--- config.mk ---
export PLATFORM = sky130hd
export DESIGN_NAME = cpu_control_fsm
export DESIGN_NICKNAME = d
export VERILOG_FILES = /design/src/rtl/cpu_pkg.sv /design/src/rtl/cpu_alu_decoder.sv /design/src/rtl/cpu_control_fsm.sv
export SDC_FILE = /design/constraint.sdc
export NUM_CORES = 1
export LEC_CHECK = 0
export BUFFER_PORTS_ARGS = -buffer_cell sky130_fd_sc_hd__buf_2
export CORE_MARGIN = 2
export CORE_UTILIZATION = 40
export CTS_CLUSTER_DIAMETER = 50
export CTS_CLUSTER_SIZE = 14
export DETAILED_ROUTE_END_ITERATION = 10
export GPL_TIMING_DRIVEN = 0
export PLACE_DENSITY = 0.85
export SETUP_SLACK_MARGIN = 0.02
export SLEW_MARGIN = 20
export SYNTH_ARGS = -nofsm -noshare
export SYNTH_HDL_FRONTEND = slang
export SYNTH_SLANG_ARGS = --single-unit
--- constraint.sdc ---
create_clock -name clk -period 1.5 [get_ports clk]
set_input_delay 0.3 -clock clk [delete_from_list [all_inputs] [get_ports clk]]
set_output_delay 0.3 -clock clk [all_outputs]
set_load 0.05 [all_outputs]
--- src/rtl/cpu_pkg.sv ---
// Shared encodings for the multi-cycle CPU controller and ALU.
// Defining CPU_CTRL_ILLEGAL_TRAP_EN adds the TRAP state to ctrl_state_t.
package cpu_pkg;

    typedef enum logic [2:0] {
        ALU_ADD = 3'b000,
        ALU_SUB = 3'b001,
        ALU_AND = 3'b010,
        ALU_OR  = 3'b011,
        ALU_SLT = 3'b101
    } alu_opcode_t;

    typedef enum logic [3:0] {
        S_FETCH    = 4'd0,
        S_DECODE   = 4'd1,
        S_MEMADR   = 4'd2,
        S_MEMREAD  = 4'd3,
        S_MEMWB    = 4'd4,
        S_MEMWRITE = 4'd5,
        S_EXECUTER = 4'd6,
        S_EXECUTEI = 4'd7,
        S_ALUWB    = 4'd8,
        S_BEQ      = 4'd9,
        S_JAL      = 4'd10
`ifdef CPU_CTRL_ILLEGAL_TRAP_EN
        ,
        S_TRAP     = 4'd11
`endif
    } ctrl_state_t;

    localparam logic [6:0] OP_LW    = 7'b0000011;
    localparam logic [6:0] OP_SW    = 7'b0100011;
    localparam logic [6:0] OP_RTYPE = 7'b0110011;
    localparam logic [6:0] OP_IALU  = 7'b0010011;
    localparam logic [6:0] OP_BEQ   = 7'b1100011;
    localparam logic [6:0] OP_JAL   = 7'b1101111;

    localparam logic [1:0] SRC_A_PC    = 2'b00;
    localparam logic [1:0] SRC_A_OLDPC = 2'b01;
    localparam logic [1:0] SRC_A_RD1   = 2'b10;

    localparam logic [1:0] SRC_B_IMM  = 2'b00;
    localparam logic [1:0] SRC_B_RD2  = 2'b01;
    localparam logic [1:0] SRC_B_FOUR = 2'b10;

    localparam logic [1:0] RES_ALUOUT    = 2'b00;
    localparam logic [1:0] RES_MEMDATA   = 2'b01;
    localparam logic [1:0] RES_ALURESULT = 2'b10;

    // ALU operation class handed from the FSM to the funct decoder
    localparam logic [1:0] ALUOP_ADD   = 2'b00;
    localparam logic [1:0] ALUOP_SUB   = 2'b01;
    localparam logic [1:0] ALUOP_FUNCT = 2'b10;

endpackage

--- src/rtl/cpu_alu_decoder.sv ---
// Combinational ALU decoder: maps the FSM's operation class plus funct
// fields to the cpu_alu op_sel encoding.
module cpu_alu_decoder
    import cpu_pkg::*;
(
    input  logic [1:0]  alu_op,
    input  logic [2:0]  funct3,
    input  logic        funct7_b5,
    input  logic        opcode_b5,
    output alu_opcode_t alu_op_sel
);

    always_comb begin
        alu_op_sel = ALU_ADD;
        case (alu_op)
            ALUOP_ADD: alu_op_sel = ALU_ADD;
            ALUOP_SUB: alu_op_sel = ALU_SUB;
            ALUOP_FUNCT: begin
                // opcode_b5 separates R-type from I-ALU; addi has no subtract form
                case (funct3)
                    3'b000:  alu_op_sel = (opcode_b5 && funct7_b5) ? ALU_SUB : ALU_ADD;
                    3'b010:  alu_op_sel = ALU_SLT;
                    3'b110:  alu_op_sel = ALU_OR;
                    3'b111:  alu_op_sel = ALU_AND;
                    default: alu_op_sel = ALU_ADD;
                endcase
            end
            default: alu_op_sel = ALU_ADD;
        endcase
    end

endmodule

--- src/rtl/cpu_control_fsm.sv ---
// Multi-cycle main controller: sequences Fetch/Decode/Execute/Memory/Writeback.
// Define CPU_CTRL_ILLEGAL_TRAP_EN to trap unsupported opcodes in a sticky TRAP state.
module cpu_control_fsm
    import cpu_pkg::*;
(
    input  logic       clk,
    input  logic       rst_n,
    input  logic [6:0] opcode,
    input  logic [2:0] funct3,
    input  logic       funct7_b5,
    input  logic       z_flag,
    output logic       pc_write,
    output logic       adr_src,
    output logic       mem_write,
    output logic       ir_write,
    output logic [1:0] result_src,
    output logic [1:0] alu_src_a,
    output logic [1:0] alu_src_b,
    output logic [2:0] alu_op_sel,
    output logic       reg_write,
    output logic       illegal_instr
);

    ctrl_state_t state_q;
    ctrl_state_t state_d;
    ctrl_state_t dec_state;
    logic        pc_update;
    logic        branch;
    logic        ir_write_en;
    logic        mem_write_en;
    logic        reg_write_en;
    logic [1:0]  alu_op;
    alu_opcode_t alu_sel;

    always_ff @(posedge clk) begin
        if (!rst_n) begin
            state_q <= S_FETCH;
        end else begin
            state_q <= state_d;
        end
    end

    always_comb begin
        state_d = state_q;
        case (state_q)
            S_FETCH: state_d = S_DECODE;
            S_DECODE: begin
                case (opcode)
                    OP_LW, OP_SW: state_d = S_MEMADR;
                    OP_RTYPE:     state_d = S_EXECUTER;
                    OP_IALU:      state_d = S_EXECUTEI;
                    OP_BEQ:       state_d = S_BEQ;
                    OP_JAL:       state_d = S_JAL;
`ifdef CPU_CTRL_ILLEGAL_TRAP_EN
                    default:      state_d = S_TRAP;
`else
                    default:      state_d = S_FETCH;
`endif
                endcase
            end
            S_MEMADR:   state_d = (opcode == OP_SW) ? S_MEMWRITE : S_MEMREAD;
            S_MEMREAD:  state_d = S_MEMWB;
            S_MEMWB:    state_d = S_FETCH;
            S_MEMWRITE: state_d = S_FETCH;
            S_EXECUTER: state_d = S_ALUWB;
            S_EXECUTEI: state_d = S_ALUWB;
            S_ALUWB:    state_d = S_FETCH;
            S_BEQ:      state_d = S_FETCH;
            S_JAL:      state_d = S_ALUWB;
`ifdef CPU_CTRL_ILLEGAL_TRAP_EN
            S_TRAP:     state_d = S_TRAP;
`endif
            default:    state_d = S_FETCH;
        endcase
    end

    // While reset is held the muxes show the FETCH decode so the datapath is
    // already steered for the first fetch; the enables are masked below.
    always_comb begin
        dec_state = rst_n ? state_q : S_FETCH;
    end

    always_comb begin
        pc_update    = 1'b0;
        branch       = 1'b0;
        ir_write_en  = 1'b0;
        mem_write_en = 1'b0;
        reg_write_en = 1'b0;
        adr_src      = 1'b0;
        result_src   = RES_ALUOUT;
        alu_src_a    = SRC_A_PC;
        alu_src_b    = SRC_B_IMM;
        alu_op       = ALUOP_ADD;
        case (dec_state)
            S_FETCH: begin
                ir_write_en = 1'b1;
                pc_update   = 1'b1;
                alu_src_b   = SRC_B_FOUR;
                result_src  = RES_ALURESULT;
            end
            S_DECODE: begin
                alu_src_a = SRC_A_OLDPC;
            end
            S_MEMADR: begin
                alu_src_a = SRC_A_RD1;
            end
            S_MEMREAD: begin
                adr_src = 1'b1;
            end
            S_MEMWB: begin
                result_src   = RES_MEMDATA;
                reg_write_en = 1'b1;
            end
            S_MEMWRITE: begin
                adr_src      = 1'b1;
                mem_write_en = 1'b1;
            end
            S_EXECUTER: begin
                alu_src_a = SRC_A_RD1;
                alu_src_b = SRC_B_RD2;
                alu_op    = ALUOP_FUNCT;
            end
            S_EXECUTEI: begin
                alu_src_a = SRC_A_RD1;
                alu_src_b = SRC_B_IMM;
                alu_op    = ALUOP_FUNCT;
            end
            S_ALUWB: begin
                reg_write_en = 1'b1;
            end
            S_BEQ: begin
                alu_src_a = SRC_A_RD1;
                alu_src_b = SRC_B_RD2;
                alu_op    = ALUOP_SUB;
                branch    = 1'b1;
            end
            S_JAL: begin
                alu_src_a = SRC_A_OLDPC;
                alu_src_b = SRC_B_FOUR;
                pc_update = 1'b1;
            end
            default: begin
            end
        endcase
    end

    cpu_alu_decoder u_alu_decoder (
        .alu_op     (alu_op),
        .funct3     (funct3),
        .funct7_b5  (funct7_b5),
        .opcode_b5  (opcode[5]),
        .alu_op_sel (alu_sel)
    );

    assign alu_op_sel = alu_sel;

    // z_flag is used combinationally so the branch resolves in the BEQ cycle
    assign pc_write  = rst_n & (pc_update | (branch & z_flag));
    assign ir_write  = rst_n & ir_write_en;
    assign mem_write = rst_n & mem_write_en;
    assign reg_write = rst_n & reg_write_en;

`ifdef CPU_CTRL_ILLEGAL_TRAP_EN
    assign illegal_instr = (dec_state == S_TRAP);
`else
    assign illegal_instr = 1'b0;
`endif

endmodule

; ---- Word level (Yosys, flattened, before mapping)
; Cells that the tools add are included.
[word_totals]
memories = 0
output_inout_bits = 15
elab_cells = 64
latchBits = 0
input_bits = 14
register_bits = 4
rom_bits = 0
ramBits = 0
[op_classes]
n_bitwise = 6
div = 0
reduce_logical = 13
shift = 0
mul = 0
addsub = 0
n_lt_le_gt_ge = 0
muxes = 17
eq_ne = 27
[op_table]
columns = cell, n
row1 = $pmux W4 S5, 2
row2 = $eq A4 B3 Y1 const B, 6
row3 = $eq A4 B2 Y1 const B, 4
row4 = $eq A4 B4 Y1 const B, 4
row5 = $pmux W2 S2, 4
row6 = $eq A7 B6 Y1 const B, 2
row7 = $eq A7 B7 Y1 const B, 2
row8 = $reduce_or A2 Y1, 7
row9 = $pmux W3 S4, 1
row10 = $eq A4 B1 Y1 const B, 2
row11 = $logic_not A4 Y1, 2
row12 = $eq A7 B2 Y1 const B, 1
row13 = $eq A7 B5 Y1 const B, 1
row14 = $mux W1, 7
row15 = $eq A3 B3 Y1 const B, 2
row16 = $pmux W3 S2, 1
row17 = $and A1 B1 Y1, 5
row18 = $mux W4, 1
row19 = $reduce_or A4 Y1, 1
row20 = $eq A3 B2 Y1 const B, 1
row21 = $logic_not A3 Y1, 1
row22 = $mux W3, 1
row23 = $reduce_or A3 Y1, 1
row24 = $eq A2 B1 Y1 const B, 1
row25 = 3 further kinds, 3

; ---- Logic depth before layout (Yosys ltp)
; Gate-level depths: netlist (run 1).
[logic_depth]
word_depth = 6
mapped_depth = 7
mapped_depth_nobuf = 6

; ---- Modules after synthesis
; From an unflattened synthesis (run 1), not the netlist that was laid out.
[unflattened]
cells_unflattened = 83
area_unflattened_um2 = 626.9
[modules_own_cells]
columns = mod, instances, seq_area_each_um2, cells_per_inst, area_each_um2
row1 = cpu_control_fsm, 1, 80.1, 72, 530.5
row2 = cpu_alu_decoder, 1, 0.0, 11, 96.3

; ---- Worst setup path after synthesis (run 1)
; OpenSTA, ideal clock, no wires.
[synth_path]
path_type = reg-to-output
start = reg state_q[0]
end = out pc_write
n_path_buf = 1
t_required_ns = 1.200
arrival_ns = 2.347
path_stages_with_launch = 5
setup_slack_ns = -1.147
cell_sequence = dfxtp_1 buf_2 o41ai_2 a21oi_1 nor2b_1
[synth_between]
elab_chain_len = 6
elab_cells_between_ends = 10
cone_classes = eq/ne (2) / mux (3) / bitwise (3) / reduce/logical (2)
[synth_lines]
columns = element, line
row1 = start: declaration, cpu_control_fsm.sv:24  ; ctrl_state_t state_q;
row2 = start signal: assignment, cpu_control_fsm.sv:39  ; state_q <= state_d;
row3 = $mux W4 (*), cpu_control_fsm.sv:80  ; dec_state = rst_n ? state_q : S_FETCH;
row4 = $eq A4 B4 Y1 or $logic_not A4 Y1 (tied branches), cpu_control_fsm.sv:94  ; case (dec_state)
row5 = $reduce_or A2 Y1 (no line) or $mux W1 (tied branches), --
row6 = $mux W1 or $and A1 B1 Y1 (tied branches), "cpu_control_fsm.sv:94, cpu_control_fsm.sv:158"
row7 = $or A1 B1 Y1 (*), cpu_control_fsm.sv:158  ; assign pc_write = rst_n & (pc_update | (branch & z_flag));
row8 = $and A1 B1 Y1 (*), cpu_control_fsm.sv:158
row9 = end: declaration, cpu_control_fsm.sv:12  ; output logic pc_write,
; Mark *: on every way between the ends. The rest lies on a longest branch, timed or not.

; ---- Worst setup path after layout (run 1)
[layout_path]
start = reg state_q[3]
end = out alu_op_sel[1]
[layout_between]
elab_chain_len = 6
elab_cells_between_ends = 9
cone_classes = eq/ne (5) / mux (3) / reduce/logical (1)
[layout_lines]
columns = element, line
row1 = $mux W4 (*), cpu_control_fsm.sv:80
row2 = $eq A4 B3 Y1, cpu_control_fsm.sv:94
row3 = $reduce_or A2 Y1 (no line), --
row4 = $pmux W2 S2 (*), cpu_control_fsm.sv:94
row5 = $eq A2 B2 Y1 or $eq A2 B1 Y1 (tied branches), cpu_alu_decoder.sv:15  ; case (alu_op)
row6 = $pmux W3 S2 (*), cpu_alu_decoder.sv:15
row7 = end: declaration, cpu_control_fsm.sv:19  ; output logic [2:0] alu_op_sel,
; Marked as above.

==> results of run 1 <==
worst max-delay path by stage:
stage / slack (ps) / end / from
final: -530 / alu_op_sel[1] / state_q[3]
after global routing: -580 / alu_op_sel[1] / state_q[3]
after CTS: -480 / alu_op_sel[1] / state_q[3]
after detailed placement: -540 / alu_op_sel[1] / state_q[1]
after global placement: -490 / alu_op_sel[1] / state_q[2]
after floorplan: -550 / pc_write / state_q[3]
cell type report:
class                      instances  area, µm²  area share, %
inverter                           5      31.28          2.564
buffer                             5      52.55          4.308
multi-input combinational         63      694.4          56.92
sequential                         4      92.59          7.590
clock buffer                       3      22.52          1.846
tap                               15      18.77          1.538
timing repair buffer              35      307.8          25.23
kinds of logic after synthesis:
kind of cell | share of synthesized area, %
simple gates | 43.42
compound gates | 21.17
buf+inv | 10.15
flops | 13.82
xor+xnor | 4.536
fa+ha+maj | 4.319
other cells | 0.6473
mux | 1.944
power by group through the flow:
stage               combinational (µW)  clock (µW)  sequential [µW]
floorplan                          109           0              112
global placement                   150           0              112
detailed placement                 154           0              113
CTS                                189         136              108
global route                       221         157              110
finish                             210         152              110
Yosys cell counts:
| master | n |
|---|---|
| nand2_1 | 9 |
| nor2_1 | 5 |
| dfxtp_1 | 4 |
| inv_1 | 4 |
| nand3_1 | 4 |
| a31oi_1 | 3 |
| and2b_1 | 3 |
| nor2b_1 | 3 |
| nor3_1 | 3 |
| a21boi_0 | 2 |
| a21oi_1 | 2 |
| a22oi_1 | 2 |
| and4_1 | 2 |
| buf_2 | 2 |
| buf_4 | 2 |
| ha_1 | 2 |
| nor4_1 | 2 |
| o21ai_0 | 2 |
| xnor2_1 | 2 |
| a211o_1 | 1 |
| a211oi_2 | 1 |
| and3_1 | 1 |
| and3b_1 | 1 |
| buf_6 | 1 |
| clkbuf_1 | 1 |
| conb_1 | 1 |
| inv_2 | 1 |
| mux2_2 | 1 |
| nand2b_1 | 1 |
| nand4bb_4 | 1 |
| nor2_2 | 1 |
| nor3b_1 | 1 |
| nor3b_2 | 1 |
| o21bai_1 | 1 |
| o2bb2ai_1 | 1 |
| o41ai_2 | 1 |
| or3_1 | 1 |
| or3b_4 | 1 |
| xor2_1 | 1 |
worst register-to-register path, delay by kind of cell, from the launching register on:
kind	cells	cell delay [ps]
buffers and inverters	2	310
muxes	1	370
DFF	1	340
and+or+nand+nor	1	80
AOI/OAI and AO/OA	1	180
placed cells by master, fill, tap and decap left out, types with 3 or more instances in the layout:
master    synthesis  layout
clkbuf_4          0       4
buf_4             2       7
nand2_1           9       5
nand2_4           0       4
buf_2             2      13
inv_2             1       3
buf_6             1      16
nor3_4            0       3
dfxtp_4           0       3
stage by stage:
stage,setup slack (ps),instances,total power (µW),hold slack [ps],TNS [ps]
2_1_floorplan,-550.5,78,221.7,465.2,-1907
3_3_place_gp,-494.1,120,262.3,566.8,-1788
3_5_place_dp,-538.4,120,266.5,585.1,-2078
4_1_cts,-476.3,128,433.5,348.6,-3196
5_1_grt,-578.5,130,487.8,430.4,-4319
6_report,-533.8,130,472.3,395.7,-3677
per-layer routing:
layer | global-route usage, % | share of wire [%] | up-vias
met2 | 52.19 | 54 | 56
li1 | - | - | 353
met5 | 0 | 0 | -
met4 | 7.500 | 3.3 | 0
met3 | 2.586 | 6.1 | 10
met1 | 31.07 | 37 | 382
timing repair:
action / in CTS / in global routing
pin swaps: 7 / 3
resized for setup: 57 / 19
buffers inserted: 5 / 3
setup endpoints to repair: 14 / 14
==> impl_metrics.toml, run 1 <==
[setup_path]
r2r_end = "state_q[3]"
crit_type = "reg -> out"
cp_num_cells = 8
crit_arrival_ps = 1730
cpPeakStageDelay_ps = 330
rr_startpoint = "state_q[3]"
cpLargestDelayFamily = "simple AND/OR/NAND/NOR gates"
worstPathRequired_ps = 1200
r2r_slack_ps = 100
cp_num_buf_inv = 3
crit_chain = "buf_6, nor3b_4, and2b_2, inv_2, ha_4, nand2_4, nor3b_4, buf_6"
worstSetupStartpointType = "register"
crit_path_end_kind = "output port"
reg2regPathDepth = 5
worstPathMaxFanout = 3
cp_slowest_cell = "dfxtp_2"

[clock_network]
clk_latency_ps = 240
clock-sinks = 4
clkTransAtPathRegs_ps = 50
numCtsBuffers = 3
cts_root_buf = "clkbuf_4"
hold_buffers = 0
cts_buffer_depth = 2
htree_levels = 1
cts_tree = "done"

[sta]
min_period_ps = 2034
setup_viol = 14
rsz0062_at_grt = "yes"
timing_hold_violations_final = 0
fin_crit_sh_pct = 135.6
fmax_ghz = 0.4917
finalClockSkew_ps = 4.622
finalMaxSlewViolations = 0
finalWorstSetupSlack_ps = -533.8

[logic_synthesis]
syn_area_um2 = 579.3
synth_area_leaders = "dfxtp_1 (14%), nand2_1 (5.8%), nand4bb_4 (4.8%), ha_1 (4.3%), and2b_1 (3.9%)"
synth_seq_area_share_pct = 13.82
ys_warn_count = 0
synth_cells = 78
ys_types = 39
synth_seq_cells = 4
yosys.area.top_type = "dfxtp_1"
syn_avg_cell_area_um2 = 7.427
syn_nets = 94
synth_top_area_share_pct = 13.82

[power_and_ir_drop]
ir_drop_mv = 0.3229
powerDensity_nw_per_um2 = 387.1
p_sw_uw = 187.5
p_clk_share_pct = 32.1
p_leak_uw = 0.0004999
p_sw_share_pct = 39.70
pwr-share-comb_pct = 44.5
power.internal_uw = 284.8
seqPwrFrac_pct = 23.4

[global_route]
grt_max_degree = 11
overflow = 0
grt_pass1_vias = 772
grt_pass1_wl_um = 3670
track_usage_pct = 27.02
antenna_found_initial = 0

[floorplan]
dieHeight_um = 42.06
core_um2 = 1334
die_area_um2 = 1769
rows = 13
start_util_pct = 43.43
fp.dieW_um = 42.06
ioPinCount = 29

[worst_hold_path]
min_path_type = "in -> reg"
worstHoldStart = "opcode[4]"
hold_end = "state_q[2]"
min_delay_path_depth = 3

[routing]
vias = 801
wl_per_cell_um = 20.45
drt-total-wl_um = 2658
drtAntennaViolNets = 0
drtIter0Drc = 31
drc = 0
routed_via_density = 6.162
firstDrtPassIters = 4

[cells_and_area]
diodes = 0
design_area_um2 = 1220
nNetsFinal = 133
largest_reg_flops = 4
area_growth_pct = 110.6
nFillCells = 53
reg.largest.list = "state_q (4)"
final_util_pct = 91.46
drive_gt1_share_pct = 75.65
top_register = "state_q"

[status]
status = "complete, but fails checks"
failed_checks = "setup timing"

[flow_run]
max_cap_violations = 0

[place]
dpl-instance-area_um2 = 863.3
portBuffers = 27
gp_congestion = 0.7848
hpwl_um = 1262
No activity file was read; power rests on OpenSTA's default activity.
==> inputs of run 2 (changes only) <==
--- a/config.mk
+++ b/config.mk
@@ -12,6 +12,7 @@
 export CTS_CLUSTER_SIZE = 14
 export DETAILED_ROUTE_END_ITERATION = 10
 export GPL_TIMING_DRIVEN = 0
+export MAX_ROUTING_LAYER = met4
 export PLACE_DENSITY = 0.85
 export SETUP_SLACK_MARGIN = 0.02
 export SLEW_MARGIN = 20
==> impl_metrics.toml, run 2 (synthesis results as in run 1) <==
[power_and_ir_drop]
finalPower_uw = 485.0
p_sw_uw = 195.2
seqPwrFrac_pct = 22.8
p_clk_share_pct = 32.3
p_sw_share_pct = 40.26
ir_drop_mv = 0.3133
pwr-share-comb_pct = 44.9
powerDensity_nw_per_um2 = 394.3
power.internal_uw = 289.8
p_leak_uw = 0.0005096

[sta]
fin_crit_sh_pct = 137.8
min_period_ps = 2067
finalMaxSlewViolations = 0
fmax_ghz = 0.4837
rsz0062_at_grt = "yes"
setup_viol = 14
finalClockSkew_ps = 11.14
finalWorstSetupSlack_ps = -567.4
timing_hold_violations_final = 0

[setup_path]
worstPathRequired_ps = 1200
worstSetupStartpointType = "register"
crit_type = "reg -> out"
worstPathMaxFanout = 3
crit_arrival_ps = 1770
crit_path_end_kind = "output port"

[routing]
drtAntennaViolNets = 0
drc = 0
wl_per_cell_um = 20.64
vias = 796
firstDrtPassIters = 4
drt-total-wl_um = 2724
routed_via_density = 6.030
drtIter0Drc = 46

[cells_and_area]
diodes = 0
reg.largest.list = "state_q (4)"
design_area_um2 = 1230
largest_reg_flops = 4
layout_common_cells = "buf_6 (16), buf_2 (13), buf_4 (9), nand2_1 (5)"
drive_gt1_share_pct = 76.07
final_common_cell = "buf_6"
fin_cells = 132
area_growth_pct = 112.3
top_register = "state_q"
nNetsFinal = 135

[global_route]
grt_pass1_vias = 772
grt_max_degree = 11
overflow = 0
antenna_found_initial = 0
grt_pass1_wl_um = 3657
track_usage_pct = 27.58

[status]
failed_checks = "setup timing"
status = "complete, but fails checks"

[flow_run]
max_cap_violations = 0

[clock_network]
clock-sinks = 4
cts_root_buf = "clkbuf_4"
numCtsBuffers = 3
clkTransAtPathRegs_ps = 50
htree_levels = 1
cts_tree = "done"
cts_buffer_depth = 2
clk_latency_ps = 260

[place]
dpl-instance-area_um2 = 863.3
portBuffers = 27
dp.cells = 120
hpwl_um = 1262
gp_congestion = 0.7957

[floorplan]
core_um2 = 1334
ioPinCount = 29
die_area_um2 = 1769
rows = 13
start_util_pct = 43.43
fp.dieW_um = 42.06
dieHeight_um = 42.06

[worst_hold_path]
min_path_type = "in -> reg"
run 2: cell types whose count changed in the layout (fill, tap and decap cells not counted), sizes merged:
cell and delta:
buf +2, clkinv -1, inv +1
run 2: repair_timing:
item	in CTS	in global routing
setup endpoints to repair	14	14
pin swaps	7	5
buffers inserted	5	5
hold buffers	0	0
resized for setup	57	21
run 2: metrics by stage:
step	utilization, %	TNS (ps)	hold slack (ps)	setup WS, ps
5_1_grt	92.21	-4486	389.0	-589.1
4_1_cts	84.05	-3196	348.6	-476.3
2_1_floorplan	-	-1907	465.2	-550.5
3_5_place_dp	64.73	-2078	585.1	-538.4
3_3_place_gp	64.73	-1788	566.8	-494.1
6_report	92.21	-4119	377.3	-567.4
run 2: area by class of cell:
class	instances	area, µm²
inverter	5	26.28
timing repair buffer	37	322.8
sequential	4	92.59
tap	15	18.77
buffer	5	52.55
fill	44	103.9
clock buffer	3	22.52
multi-input combinational	63	694.4
run 2: power by group through the flow:
stage	combinational, µW	sequential, µW	clock [µW]
5_1_grt	226	111	163
4_1_cts	189	108	136
6_report	218	111	156
2_1_floorplan	109	112	0
3_3_place_gp	150	112	0
3_5_place_dp	154	113	0
run 2: path summary, 6_finish.rpt:
| path | endpoint | slack, ps | startpoint | depth (start not counted) |
|---|---|---|---|---|
| max | alu_op_sel[1] | -570 | state_q[3] | 8 |
| min reg2reg | state_q[1] | 640 | state_q[1] | 2 |
| min | state_q[2] | 380 | opcode[4] | 3 |
| max reg2reg | state_q[3] | 80 | state_q[3] | 5 |
run 2: layer usage:
metal	vias to the layer above	track usage, %	routed length [µm]
met2	45	52.19	1521
li1	357	-	-
met4	0	7.500	45
met3	7	2.586	139
met1	387	30.55	1017
met5	-	-	0
run 2: worst max-delay path, cell delays in order, from the launching register on:
cell     delay, ps
dfxtp_2        330
buf_6          110
nor3b_4        140
and2b_2        240
inv_2           90
ha_4           160
nand2_4         70
nor3b_4        190
buf_6          180
==> inputs of run 3 (changes only) <==
--- a/config.mk
+++ b/config.mk
@@ -7,13 +7,13 @@
 export LEC_CHECK = 0
 export BUFFER_PORTS_ARGS = -buffer_cell sky130_fd_sc_hd__buf_2
 export CORE_MARGIN = 2
-export CORE_UTILIZATION = 40
+export CORE_UTILIZATION = 44
 export CTS_CLUSTER_DIAMETER = 50
 export CTS_CLUSTER_SIZE = 14
 export DETAILED_ROUTE_END_ITERATION = 10
 export GPL_TIMING_DRIVEN = 0
 export MAX_ROUTING_LAYER = met4
-export PLACE_DENSITY = 0.85
+export PLACE_DENSITY = 0.88
 export SETUP_SLACK_MARGIN = 0.02
 export SLEW_MARGIN = 20
 export SYNTH_ARGS = -nofsm -noshare
==> constraint.sdc (replaced) <==
create_clock -name clk -period 2.1 [get_ports clk]
set_input_delay 0.42 -clock clk [delete_from_list [all_inputs] [get_ports clk]]
set_output_delay 0.42 -clock clk [all_outputs]
set_load 0.05 [all_outputs]
==> impl_metrics.toml, run 3 (synthesis results as in run 1) <==
[setup_path]
reg2regPathDepth = 5
crit_path_end_kind = "output port"
worstSetupStartpointType = "input pin"
worstPathMaxFanout = 10
crit_arrival_ps = 1670
crit_type = "in -> out"
worstPathRequired_ps = 1680

[cells_and_area]
final_common_cell = "buf_2"
layout_common_cells = "buf_2 (25), buf_6 (7), nand2_1 (7)"
diodes = 0
regArea_um2 = 86.33
reg.largest.list = "state_q (4)"
nFillCells = 99
nNetsFinal = 129
area_growth_pct = 61.12
top_register = "state_q"
drive_gt1_share_pct = 58.56
multi_input_area_um2 = 553.0
design_area_um2 = 933.4
largest_reg_flops = 4

[global_route]
grt_pass1_vias = 663
track_usage_pct = 24.71
grt_pass1_wl_um = 2573
overflow = 0
antenna_found_initial = 0
grt_max_degree = 11

[clock_network]
cts_tree = "done"
hold_buffers = 0
numCtsBuffers = 3
cts_buffer_depth = 2
htree_levels = 1
clock-sinks = 4
clkTransAtPathRegs_ps = 30
cts_root_buf = "clkbuf_4"
clk_latency_ps = 230

[routing]
wl_per_cell_um = 13.42
drc = 0
wl_met2_um = 1021
routed_via_density = 5.532
vias = 697
drt-total-wl_um = 1691
drtIter0Drc = 6
route.met3.wl_um = 35
route.layer.met1.wl_um = 633
dr.max_layer_used = "met3"
drtAntennaViolNets = 0
firstDrtPassIters = 4

[place]
portBuffers = 27
gp_congestion = 0.8961
hpwl_um = 1262
dpl-instance-area_um2 = 787.0

[power_and_ir_drop]
powerDensity_nw_per_um2 = 296.9
ir_drop_mv = 0.2713
p_leak_uw = 0.0004165

[sta]
rsz0062_at_grt = "yes"
hold_slack_ps = 530.8
min_period_ps = 2093
fmax_ghz = 0.4779
timing_hold_violations_final = 0
setup_viol = 0
finalClockSkew_ps = 1.422
fin_crit_sh_pct = 99.64
finalMaxSlewViolations = 0

[floorplan]
ioPinCount = 29
core_um2 = 1269
dieHeight_um = 40.29
start_util_pct = 45.66
die_area_um2 = 1623
fp.dieW_um = 40.29
rows = 13

[worst_hold_path]
min_delay_path_depth = 3
min_path_type = "in -> reg"

[flow_run]
max_cap_violations = 0

[status]
status = "finished clean"
[run 3: cell types whose count changed in the layout (fill, tap and decap cells not counted), sizes merged]
| cell | before | now |
|---|---|---|
| clkbuf | 4 | 3 |
| buf | 41 | 36 |
[run 3: critical path, cell delays in order]
cell	delay [ps]
buf_2	120
buf_2	230
and3_4	230
inv_1	70
ha_4	230
nor3b_4	190
buf_6	180
[run 3: final timing paths]
kind,from,end,slack (ps)
setup / recovery,rst_n,alu_op_sel[1],7
hold / removal,opcode[4],state_q[2],530
setup reg to reg,state_q[3],state_q[3],790
hold reg to reg,state_q[0],state_q[0],590
[run 3: stage by stage]
step | util, % | total power [µW] | setup TNS [ps] | instances | setup slack (ps)
after global routing | 73.57 | 293.9 | -48.12 | 126 | -41.94
after floorplan | - | 148.0 | -342.5 | 78 | -342.5
final | 73.57 | 277.1 | 0 | 126 | 7.476
after CTS | 71.40 | 280.5 | 0 | 125 | 4.077
after global placement | 62.03 | 176.7 | -64.16 | 120 | -64.16
after detailed placement | 62.03 | 179.2 | -123.3 | 120 | -112.5
[run 3: area by class of cell]
| cell class | count | share of cell area (%) |
|---|---|---|
| inverters | 5 | 2.011 |
| well taps | 15 | 2.011 |
| plain buffers | 6 | 5.496 |
| clock buffers | 3 | 2.413 |
| flip-flops and latches | 4 | 9.249 |
| multi-input cells | 63 | 59.25 |
| repair buffers | 30 | 19.57 |
[run 3: report_power, final]
group | internal, µW | total, µW | switching [µW]
Combinational | 39.7 | 108 | 68.4
Sequential | 77.0 | 78.2 | 1.17
Clock | 63.6 | 90.8 | 27.2
[run 3: timing repair]
item                       CTS  global route
buffers inserted             2             1
pin swaps                    4             1
resized for setup           23             7
setup endpoints to repair    3             4
[run 3: metal layers]
metal	GRT usage [%]	vias to the layer above
met5	-	-
met4	13.33	0
met3	3.889	0
met2	45.56	16
met1	24.50	337
li1	-	344
